===== config.mk =====
export PLATFORM = sky130hd
export DESIGN_NAME = ad1939_adc_i2s_rx
export DESIGN_NICKNAME = d
export VERILOG_FILES = /design/src/rtl/ad1939_pkg.sv /design/src/rtl/ad1939_sync_edge.sv /design/src/rtl/ad1939_adc_i2s_rx.sv
export SDC_FILE = /design/constraint.sdc
export NUM_CORES = 1
export LEC_CHECK = 0
export BUFFER_PORTS_ARGS = -buffer_cell sky130_fd_sc_hd__buf_2
export CAP_MARGIN = 20
export CORE_ASPECT_RATIO = 1.4
export CORE_MARGIN = 2
export CORE_UTILIZATION = 25
export DETAILED_ROUTE_END_ITERATION = 12
export MAX_ROUTING_LAYER = met4
export PLACE_DENSITY = 0.47
export SETUP_SLACK_MARGIN = 0.1
export SYNTH_ARGS = -nofsm -noshare
export SYNTH_HDL_FRONTEND = slang
export SYNTH_SLANG_ARGS = --single-unit

===== constraint.sdc =====
create_clock -name clk -period 1.9 [get_ports clk]
set_clock_uncertainty 0.1 [all_clocks]
set_input_delay 0.19 -clock clk [delete_from_list [all_inputs] [get_ports clk]]
set_output_delay 0.19 -clock clk [all_outputs]
set_load 0.03 [all_outputs]

===== src/rtl/ad1939_pkg.sv =====
// rtl/ad1939_pkg.sv - shared types and defaults for the AD1939 ADC I2S receiver
package ad1939_pkg;

   typedef enum logic [1:0] {SYNC, SHIFT, WAIT} rx_state_t;

   localparam int AD1939_BITS_PER_CH_DEF = 32;
   localparam int AD1939_DATA_W_DEF      = 24;

   typedef struct packed {
      logic        channel;
      logic [23:0] data;
   } rx_sample_t;

endpackage


===== src/rtl/ad1939_sync_edge.sv =====
// rtl/ad1939_sync_edge.sv - 2-FF synchronizer plus history FF with rise/fall pulses
module ad1939_sync_edge (
   input  logic clk,
   input  logic reset,
   input  logic din,
   output logic level,
   output logic rise,
   output logic fall
);

   logic meta;
   logic sync_q;
   logic hist;

   always_ff @(posedge clk or posedge reset) begin
      if (reset) begin
         meta   <= 1'b0;
         sync_q <= 1'b0;
         hist   <= 1'b0;
      end else begin
         meta   <= din;
         sync_q <= meta;
         hist   <= sync_q;
      end
   end

   assign level = sync_q;
   assign rise  = sync_q & ~hist;
   assign fall  = ~sync_q & hist;

endmodule


===== src/rtl/ad1939_adc_i2s_rx.sv =====
// rtl/ad1939_adc_i2s_rx.sv - AD1939 ADC I2S deserializer to Avalon-ST samples
// Optional error counter port err_count enabled by AD1939_RX_ERRCNT_EN.
module ad1939_adc_i2s_rx
   import ad1939_pkg::*;
#(
   parameter int DATA_W      = AD1939_DATA_W_DEF,
   parameter int BITS_PER_CH = AD1939_BITS_PER_CH_DEF
) (
   input  logic              clk,
   input  logic              reset,
   input  logic              ad1939_abclk,
   input  logic              ad1939_alrclk,
   input  logic              ad1939_asdata,
   output logic [DATA_W-1:0] rx_data,
   output logic              rx_channel,
   output logic              rx_valid,
   input  logic              rx_ready,
   output logic              overrun,
   output logic              frame_err,
`ifdef AD1939_RX_ERRCNT_EN
   output logic [15:0]       err_count,
`endif
   input  logic              status_clr
);

   localparam logic [6:0] FRAME_BITS = 7'(BITS_PER_CH);
   localparam logic [5:0] LAST_BIT   = 6'(DATA_W - 1);

   logic bclk_lvl, bclk_rise, bclk_fall;
   logic lr_lvl, lr_rise, lr_fall;
   logic sd_lvl, sd_rise, sd_fall;
   logic unused_edges;

   ad1939_sync_edge u_sync_bclk (
      .clk(clk), .reset(reset), .din(ad1939_abclk),
      .level(bclk_lvl), .rise(bclk_rise), .fall(bclk_fall)
   );

   ad1939_sync_edge u_sync_lrclk (
      .clk(clk), .reset(reset), .din(ad1939_alrclk),
      .level(lr_lvl), .rise(lr_rise), .fall(lr_fall)
   );

   ad1939_sync_edge u_sync_data (
      .clk(clk), .reset(reset), .din(ad1939_asdata),
      .level(sd_lvl), .rise(sd_rise), .fall(sd_fall)
   );

   assign unused_edges = ^{bclk_lvl, bclk_fall, lr_rise, lr_fall, sd_rise, sd_fall};

   rx_state_t         state;
   logic              lr_last;
   logic              primed;
   logic [5:0]        bit_cnt;
   logic [DATA_W-2:0] shreg;
   logic [DATA_W-1:0] word;
   logic              lr_edge;
   logic              len_bad;
   logic              err_now;
   logic              word_done;
   logic              xfer;

   // lr_last is meaningless until the first bclk_rise seeds it; without primed a
   // reset released during the right channel would fake an lr_edge.
   assign lr_edge   = bclk_rise & primed & (lr_lvl != lr_last);
   assign len_bad   = ({1'b0, bit_cnt} + 7'd1) != FRAME_BITS;
   assign err_now   = lr_edge & (state != SYNC) & ((state == SHIFT) | len_bad);
   assign word      = {shreg, sd_lvl};
   assign word_done = bclk_rise & ~lr_edge & (state == SHIFT) & (bit_cnt == LAST_BIT);
   assign xfer      = rx_valid & rx_ready;

   always_ff @(posedge clk or posedge reset) begin
      if (reset) begin
         lr_last <= 1'b0;
         primed  <= 1'b0;
         bit_cnt <= '0;
      end else if (bclk_rise) begin
         lr_last <= lr_lvl;
         primed  <= 1'b1;
         if (lr_edge)
            bit_cnt <= '0;
         else if (bit_cnt != 6'd63)
            bit_cnt <= bit_cnt + 6'd1;
      end
   end

   always_ff @(posedge clk or posedge reset) begin
      if (reset) begin
         state     <= SYNC;
         shreg     <= '0;
         frame_err <= 1'b0;
      end else begin
         frame_err <= err_now;
         case (state)
            SYNC: if (lr_edge) state <= SHIFT;
            SHIFT: begin
               // an lr_edge here restarts the word; the delay bit itself is never shifted
               if (lr_edge)
                  state <= SHIFT;
               else if (bclk_rise) begin
                  shreg <= word[DATA_W-2:0];
                  if (bit_cnt == LAST_BIT)
                     state <= WAIT;
               end
            end
            WAIT: if (lr_edge) state <= SHIFT;
            default: state <= SYNC;
         endcase
      end
   end

   always_ff @(posedge clk or posedge reset) begin
      if (reset) begin
         rx_data    <= '0;
         rx_channel <= 1'b0;
         rx_valid   <= 1'b0;
         overrun    <= 1'b0;
      end else begin
         if (word_done) begin
            rx_data    <= word;
            rx_channel <= lr_last;
            rx_valid   <= 1'b1;
         end else if (xfer) begin
            rx_valid <= 1'b0;
         end
         if (status_clr)
            overrun <= 1'b0;
         else if (word_done & rx_valid & ~rx_ready)
            overrun <= 1'b1;
      end
   end

`ifdef AD1939_RX_ERRCNT_EN
   always_ff @(posedge clk or posedge reset) begin
      if (reset)
         err_count <= '0;
      else if (status_clr)
         err_count <= '0;
      else if (err_now && err_count != 16'hFFFF)
         err_count <= err_count + 16'd1;
   end
`endif

endmodule


# --- After elaboration in Yosys (flattened, before gate mapping) ---
# Index checks and enable logic that the tools add are counted.
totals:
  in_bits: 7
  mem_count: 0
  rom_bits: 0
  mem_bits_rw: 0
  latch_bits: 0
  register_bits: 68
  out_inout_bits: 28
op_classes:
  bitwise: 15
  muxes: 11
  shifts: 0
  div_mod_pow: 0
  n_reduce_logical: 9
  n_addsub: 2
  order_cmp: 0
  multipliers: 0
  eq_ne: 9
op_table:
  columns: ["op", "count"]
  rows:
  - ["$mux 6", 2]
  - ["$and 1x1->1", 11]
  - ["$mux 2", 4]
  - ["$reduce_bool 2->1", 4]
  - ["$add 6x1->7 const B", 1]
  - ["$ne 7x6->1 const B", 1]
  - ["$add 6x1->6 const B", 1]
  - ["$eq 6x5->1 const B", 1]
  - ["$ne 6x6->1 const B", 1]
  - ["$reduce_and 3->1", 2]
  - ["$mux 1", 4]
  - ["$pmux 2 s2", 1]
  - ["$ne 3x2->1 const B", 1]
  - ["$ne 3x3->1 const B", 1]
  - ["$not 1->1", 3]
  - ["$eq 2x1->1 const B", 1]
  - ["$eq 2x2->1 const B", 1]
  - ["$logic_not 2->1", 1]
  - ["$ne 2x1->1 const B", 1]
  - ["$reduce_and 2->1", 1]
  - ["$reduce_or 2->1", 1]
  - ["$ne 1x1->1", 1]
  - ["$or 1x1->1", 1]

# --- Logic depth before layout (Yosys ltp) ---
logic_depth:
  word_depth: 12
  mapped_depth: 5
  ltp_nobuf: 4

# --- Cells and area by module ---
# A second synthesis with hierarchy kept.
unflattened:
  cells_unflattened: 185
  area_unflattened_um2: 2807.7
modules_own_cells:
  columns: ["module", "seq_area_each_um2", "cells_each", "area_each_um2", "instances"]
  rows:
  - ["ad1939_adc_i2s_rx", 1526.5, 167, 2526.2, 1]
  - ["ad1939_sync_edge", 75.1, 6, 93.8, 3]

# --- Least setup slack after synthesis ---
# No wires, ideal clock.
synth_path:
  kind: "register to register"
  startpoint: "reg bit_cnt[0]"
  endpoint: "reg rx_data[10]"
  t_arrival_ps: 1522
  path_stages_with_launch: 6
  period_less_slack_ps: 1746
  path_slack_ps: 154
  setup_time_ps: 125
  path_buffers: 1
  cell_sequence: "dfrtp_1 > ha_1 > and4b_1 > o2111ai_4 > buf_6 > mux2_2"
synth_via:
  elab_chain_cells: 2
synth_lines:
  columns: ["item", "line", "source"]
  rows:
  - ["start: declaration", "ad1939_adc_i2s_rx.sv:54", "logic [5:0] bit_cnt;"]
  - ["start signal: assignment", "ad1939_adc_i2s_rx.sv:83", "bit_cnt <= bit_cnt + 6'd1;"]
  - ["$eq 6x5->1", "ad1939_adc_i2s_rx.sv:69", "assign word_done = bclk_rise & ~lr_edge & (state == SHIFT) & (bit_cnt == LAST_BIT);"]
  - ["$and 1x1->1", "ad1939_adc_i2s_rx.sv:69", null]
  - ["end signal: assignment", "ad1939_adc_i2s_rx.sv:120", "rx_data <= word;"]
  - ["end: declaration", "ad1939_adc_i2s_rx.sv:14", "output logic [DATA_W-1:0] rx_data,"]
# Every way passes these cells.
# A chain may end at the register's enable or synchronous reset.

# --- Final worst setup path ---
layout_path:
  startpoint: "reg lr_last"
  endpoint: "reg rx_data[21]"
layout_via:
  elab_chain_cells: 6
layout_lines:
  columns: ["item", "line", "source"]
  rows:
  - ["start: declaration", "ad1939_adc_i2s_rx.sv:52", "logic lr_last;"]
  - ["start signal: assignment", "ad1939_adc_i2s_rx.sv:78", "lr_last <= lr_lvl;"]
  - ["$ne 1x1->1", "ad1939_adc_i2s_rx.sv:65", "assign lr_edge = bclk_rise & primed & (lr_lvl != lr_last);"]
  - ["$and 1x1->1", "ad1939_adc_i2s_rx.sv:65", null]
  - ["$not 1->1 (no line)", null, null]
  - ["$and 1x1->1 (3 in series)", "ad1939_adc_i2s_rx.sv:69", null]
# Every way passes these cells.

==> run_summary.xml <==
<?xml version="1.0" encoding="UTF-8"?>
<metrics>
  <group name="run_status">
    <metric name="run_status" unit="">completed</metric>
  </group>
  <group name="routing">
    <metric name="drcViolationCount" unit="">0</metric>
    <metric name="route.final.wire_length" unit="um">5680</metric>
    <metric name="vias_per_cell" unit="">4.28</metric>
    <metric name="final_antenna_net_count" unit="">0</metric>
    <metric name="drt_pass1_iterations" unit="">4</metric>
    <metric name="vias" unit="">1681</metric>
    <metric name="drt-initial-drc-count" unit="">47</metric>
    <metric name="routed_wire_length_per_instance" unit="um">14.5</metric>
  </group>
  <group name="timing">
    <metric name="timing_worst_slew_pin_value" unit="ns">0.562</metric>
    <metric name="hold_viol" unit="">0</metric>
    <metric name="setup_total_negative_slack" unit="ns">0</metric>
    <metric name="min_period_over_period" unit="%">94.3</metric>
    <metric name="slew_headroom" unit="%">62.4</metric>
    <metric name="final.min_clock_period" unit="ns">1.79</metric>
    <metric name="rsz0062_at_grt" unit="">yes</metric>
    <metric name="final-setup-viol-count" unit="">0</metric>
    <metric name="clock.fmax" unit="MHz">558</metric>
    <metric name="timing.final.max_slew_violations" unit="">0</metric>
  </group>
  <group name="synth">
    <metric name="synthesis.yosys.warnings" unit="">0</metric>
    <metric name="post_synth_num_cell_types" unit="">39</metric>
    <metric name="synth_area" unit="um2">2830</metric>
    <metric name="yosys-top-cells-area" unit="">sky130_fd_sc_hd__dfrtp_1 (60%), sky130_fd_sc_hd__mux2_2 (12%), sky130_fd_sc_hd__mux2_4 (11%), sky130_fd_sc_hd__buf_12 (1.4%), sky130_fd_sc_hd__buf_6 (1.2%)</metric>
    <metric name="post_synth_and_or_nand_nor_area_fraction" unit="%">6.10</metric>
    <metric name="syn_inst_count" unit="">183</metric>
    <metric name="synth_ff_type" unit="">sky130_fd_sc_hd__dfrtp_1</metric>
    <metric name="synthXorXnorAreaFrac" unit="%">0.574</metric>
    <metric name="netlist.top_cell.by_area" unit="">sky130_fd_sc_hd__dfrtp_1</metric>
    <metric name="synth_seq_area_share" unit="%">60.1</metric>
    <metric name="combinational_family_with_the_most_area_after_synthesis" unit="">multiplexers</metric>
    <metric name="yosys.area_share.adder" unit="%">0.442</metric>
    <metric name="synth-async-reset-ratio" unit="%">100</metric>
    <metric name="ys_seq_elements" unit="">68</metric>
    <metric name="post_synthesis_net_count" unit="">191</metric>
    <metric name="synth_edf_count" unit="">0</metric>
    <metric name="yosysTopAreaCellShare" unit="%">60.1</metric>
    <metric name="commonest_cells_in_the_netlist" unit="">sky130_fd_sc_hd__dfrtp_1 (68), sky130_fd_sc_hd__mux2_2 (29), sky130_fd_sc_hd__mux2_4 (20)</metric>
    <metric name="syn-mean-instance-area" unit="um2">15.5</metric>
    <metric name="post_synth_mux_area_share" unit="%">22.5</metric>
    <metric name="synth_compound_gate_area_share" unit="%">6.81</metric>
    <metric name="synth.most_common_cell" unit="">sky130_fd_sc_hd__dfrtp_1</metric>
  </group>
  <group name="setup_path">
    <metric name="r2r.worst_path.cells" unit="">4</metric>
    <metric name="worstSetupStartpointType" unit="">flip-flop</metric>
    <metric name="timing.reg2reg.setup_slack" unit="ns">0.11</metric>
    <metric name="worstReg2RegEnd" unit="">rx_data[21]</metric>
    <metric name="timing_worst_setup_path_type" unit="">flip-flop to flip-flop</metric>
    <metric name="critPathMaxFanout" unit="">6</metric>
    <metric name="worst_ep_required_time" unit="ns">2.01</metric>
    <metric name="worst_ep_arrival" unit="ns">1.90</metric>
    <metric name="r2r_start" unit="">lr_last</metric>
    <metric name="endpoint_kind" unit="">flip-flop</metric>
  </group>
  <group name="finish">
    <metric name="area_growth_syn_to_layout" unit="%">31.9</metric>
    <metric name="final_layout_size_suffix_gt1_share" unit="%">50.2</metric>
    <metric name="number_of_nets_in_the_final_layout" unit="">253</metric>
    <metric name="diodes" unit="">0</metric>
  </group>
  <group name="global_routing">
    <metric name="grtUsageTotal" unit="%">10.6</metric>
    <metric name="grt_first_pass_wirelength" unit="um">9540</metric>
    <metric name="grt_max_degree" unit="">26</metric>
    <metric name="globalRoute.totalOverflow" unit="">0</metric>
    <metric name="antenna_found_initial" unit="">0</metric>
    <metric name="first_global_vias" unit="">1812</metric>
  </group>
  <group name="clocking">
    <metric name="htree_depth" unit="">3</metric>
    <metric name="cts_max_path_buffers" unit="">2</metric>
    <metric name="cts.sinks" unit="">68</metric>
    <metric name="cts_made_buffers" unit="">9</metric>
    <metric name="cts_root_buf" unit="">sky130_fd_sc_hd__clkbuf_16</metric>
    <metric name="clock_insertion_delay_at_the_later_pin_of_the_skew_report" unit="ns">0.33</metric>
    <metric name="tritoncts" unit="">yes</metric>
    <metric name="clkSlewWorstSetupHoldPaths" unit="ns">0.05</metric>
  </group>
  <group name="run">
    <metric name="drv_cap" unit="">0</metric>
  </group>
  <group name="power_and_ir_drop">
    <metric name="p_leak" unit="nW">1.85</metric>
    <metric name="max-vdd-ir-drop" unit="mV">0.482</metric>
    <metric name="power" unit="mW">3.86</metric>
    <metric name="powerDensity" unit="nW/um2">1030</metric>
  </group>
  <group name="hold_path">
    <metric name="min_path_cells" unit="">0</metric>
    <metric name="hold_path_class" unit="">flip-flop to flip-flop</metric>
    <metric name="beginning_of_the_worst_hold_path" unit="">u_sync_bclk.meta</metric>
    <metric name="hold_path_end" unit="">u_sync_bclk.level</metric>
  </group>
  <group name="die">
    <metric name="number_of_standard_cell_rows_in_the_floorplan" unit="">46</metric>
    <metric name="ios" unit="">35</metric>
    <metric name="fp.dieH" unit="um">130</metric>
    <metric name="die-area" unit="um2">12200</metric>
    <metric name="die-width" unit="um">93.9</metric>
    <metric name="core_area" unit="um2">11200</metric>
    <metric name="initial_cell_density_of_the_core" unit="%">25.4</metric>
  </group>
  <group name="placed_design">
    <metric name="finalWeightedCongestion" unit="">0.780</metric>
    <metric name="hpwlAfterDp" unit="um">3530</metric>
    <metric name="io_buffers" unit="">34</metric>
  </group>
</metrics>
-- repair_timing --
action / CTS / global route
endpoints found under the setup margin: 24 / 24
hold endpoints to repair: 25 / 0
gates cloned: 2 / 0
pin swaps: 3 / 2
hold buffers: 6 / 0
buffers inserted: 5 / 1
gates resized for setup: 4 / 0
-- logic make-up (layout without fill, tap and decap cells) --
| family | Yosys count | count (layout) |
|---|---|---|
| AOI/OAI and AO/OA | 24 | 24 |
| xor gates and xnor gates | 1 | 1 |
| muxes | 50 | 50 |
| buffers and inverters | 11 | 77 |
| and+or+nand+nor | 28 | 28 |
| DFF | 68 | 68 |
| adders and majority gates | 1 | 1 |
-- final cells by class --
type,instances,area (um2)
inverter,4,18.8
clock inverter,6,90.1
timing repair buffer,58,473
clock buffer,9,225
fill,1140,7430
sequential,68,1700
tap,144,180
multi-input combinational,104,1040
-- state kept, by name (all words and copies together), names as in the netlist, 2 cells and up --
signal   cells
rx_data     24
shreg       23
bit_cnt      6
state        2
-- through the flow --
step / instance area (um2) / setup WS, ns / hold WS (ns) / cells / util [%]
finish: 3730 / 0.108 / 0.249 / 393 / 33.4
global placement: 3230 / 0.119 / 0.188 / 364 / 28.9
floorplan: 2840 / 0.154 / 0.121 / 183 / -
global route: 3730 / 0.0584 / 0.265 / 393 / 33.4
CTS: 3730 / 0.0855 / 0.252 / 392 / 33.4
detailed placement: 3230 / 0.0717 / 0.183 / 364 / 28.9
-- where the power goes --
part           switching [mW]  total (mW)  internal, mW
clock                   0.613        1.75          1.14
sequential              0.100        1.67          1.57
combinational           0.186       0.431         0.245
-- layout by cell type (no fill, tap or decap), types with 3 or more instances in the layout --
cell	synthesis	layout
sky130_fd_sc_hd__dfrtp_1	68	67
sky130_fd_sc_hd__buf_2	1	34
sky130_fd_sc_hd__mux2_2	29	29
sky130_fd_sc_hd__mux2_4	20	20
sky130_fd_sc_hd__buf_4	0	11
sky130_fd_sc_hd__clkbuf_16	0	9
sky130_fd_sc_hd__nand2_1	7	7
sky130_fd_sc_hd__dlygate4sd3_1	0	6
sky130_fd_sc_hd__nor3_1	5	5
sky130_fd_sc_hd__a21oi_1	5	5
sky130_fd_sc_hd__buf_12	2	5
sky130_fd_sc_hd__o22ai_1	4	4
sky130_fd_sc_hd__inv_1	4	3
sky130_fd_sc_hd__o21ai_0	3	3
-- routing by layer --
metal,global-route usage [%],vias to the layer above,share of wire (%)
met1,13.7,847,47
met5,-,-,0
met3,2.83,10,4.3
li1,-,789,-
met2,15.9,35,47
met4,4.09,0,1.6
-- worst max path at each step --
stage	start	to	slack (ns)	depth (start not counted)
2_1_floorplan	bit_cnt[0]	rx_data[10]	0.15	5
3_3_place_gp	bit_cnt[0]	rx_data[7]	0.12	5
3_5_place_dp	bit_cnt[0]	rx_data[23]	0.07	5
4_1_cts	lr_last	rx_data[0]	0.09	4
5_1_grt	bit_cnt[0]	rx_data[20]	0.06	6
6_report	lr_last	rx_data[21]	0.11	4
-- worst max-delay path: stages (launching register included) --
cell and delay, ns:
sky130_fd_sc_hd__dfrtp_2 0.45, sky130_fd_sc_hd__xnor2_4 0.19, sky130_fd_sc_hd__o2111ai_4 0.28, sky130_fd_sc_hd__bufbuf_16 0.33, sky130_fd_sc_hd__mux2_2 0.32
Power figures use the tool's default switching activity.
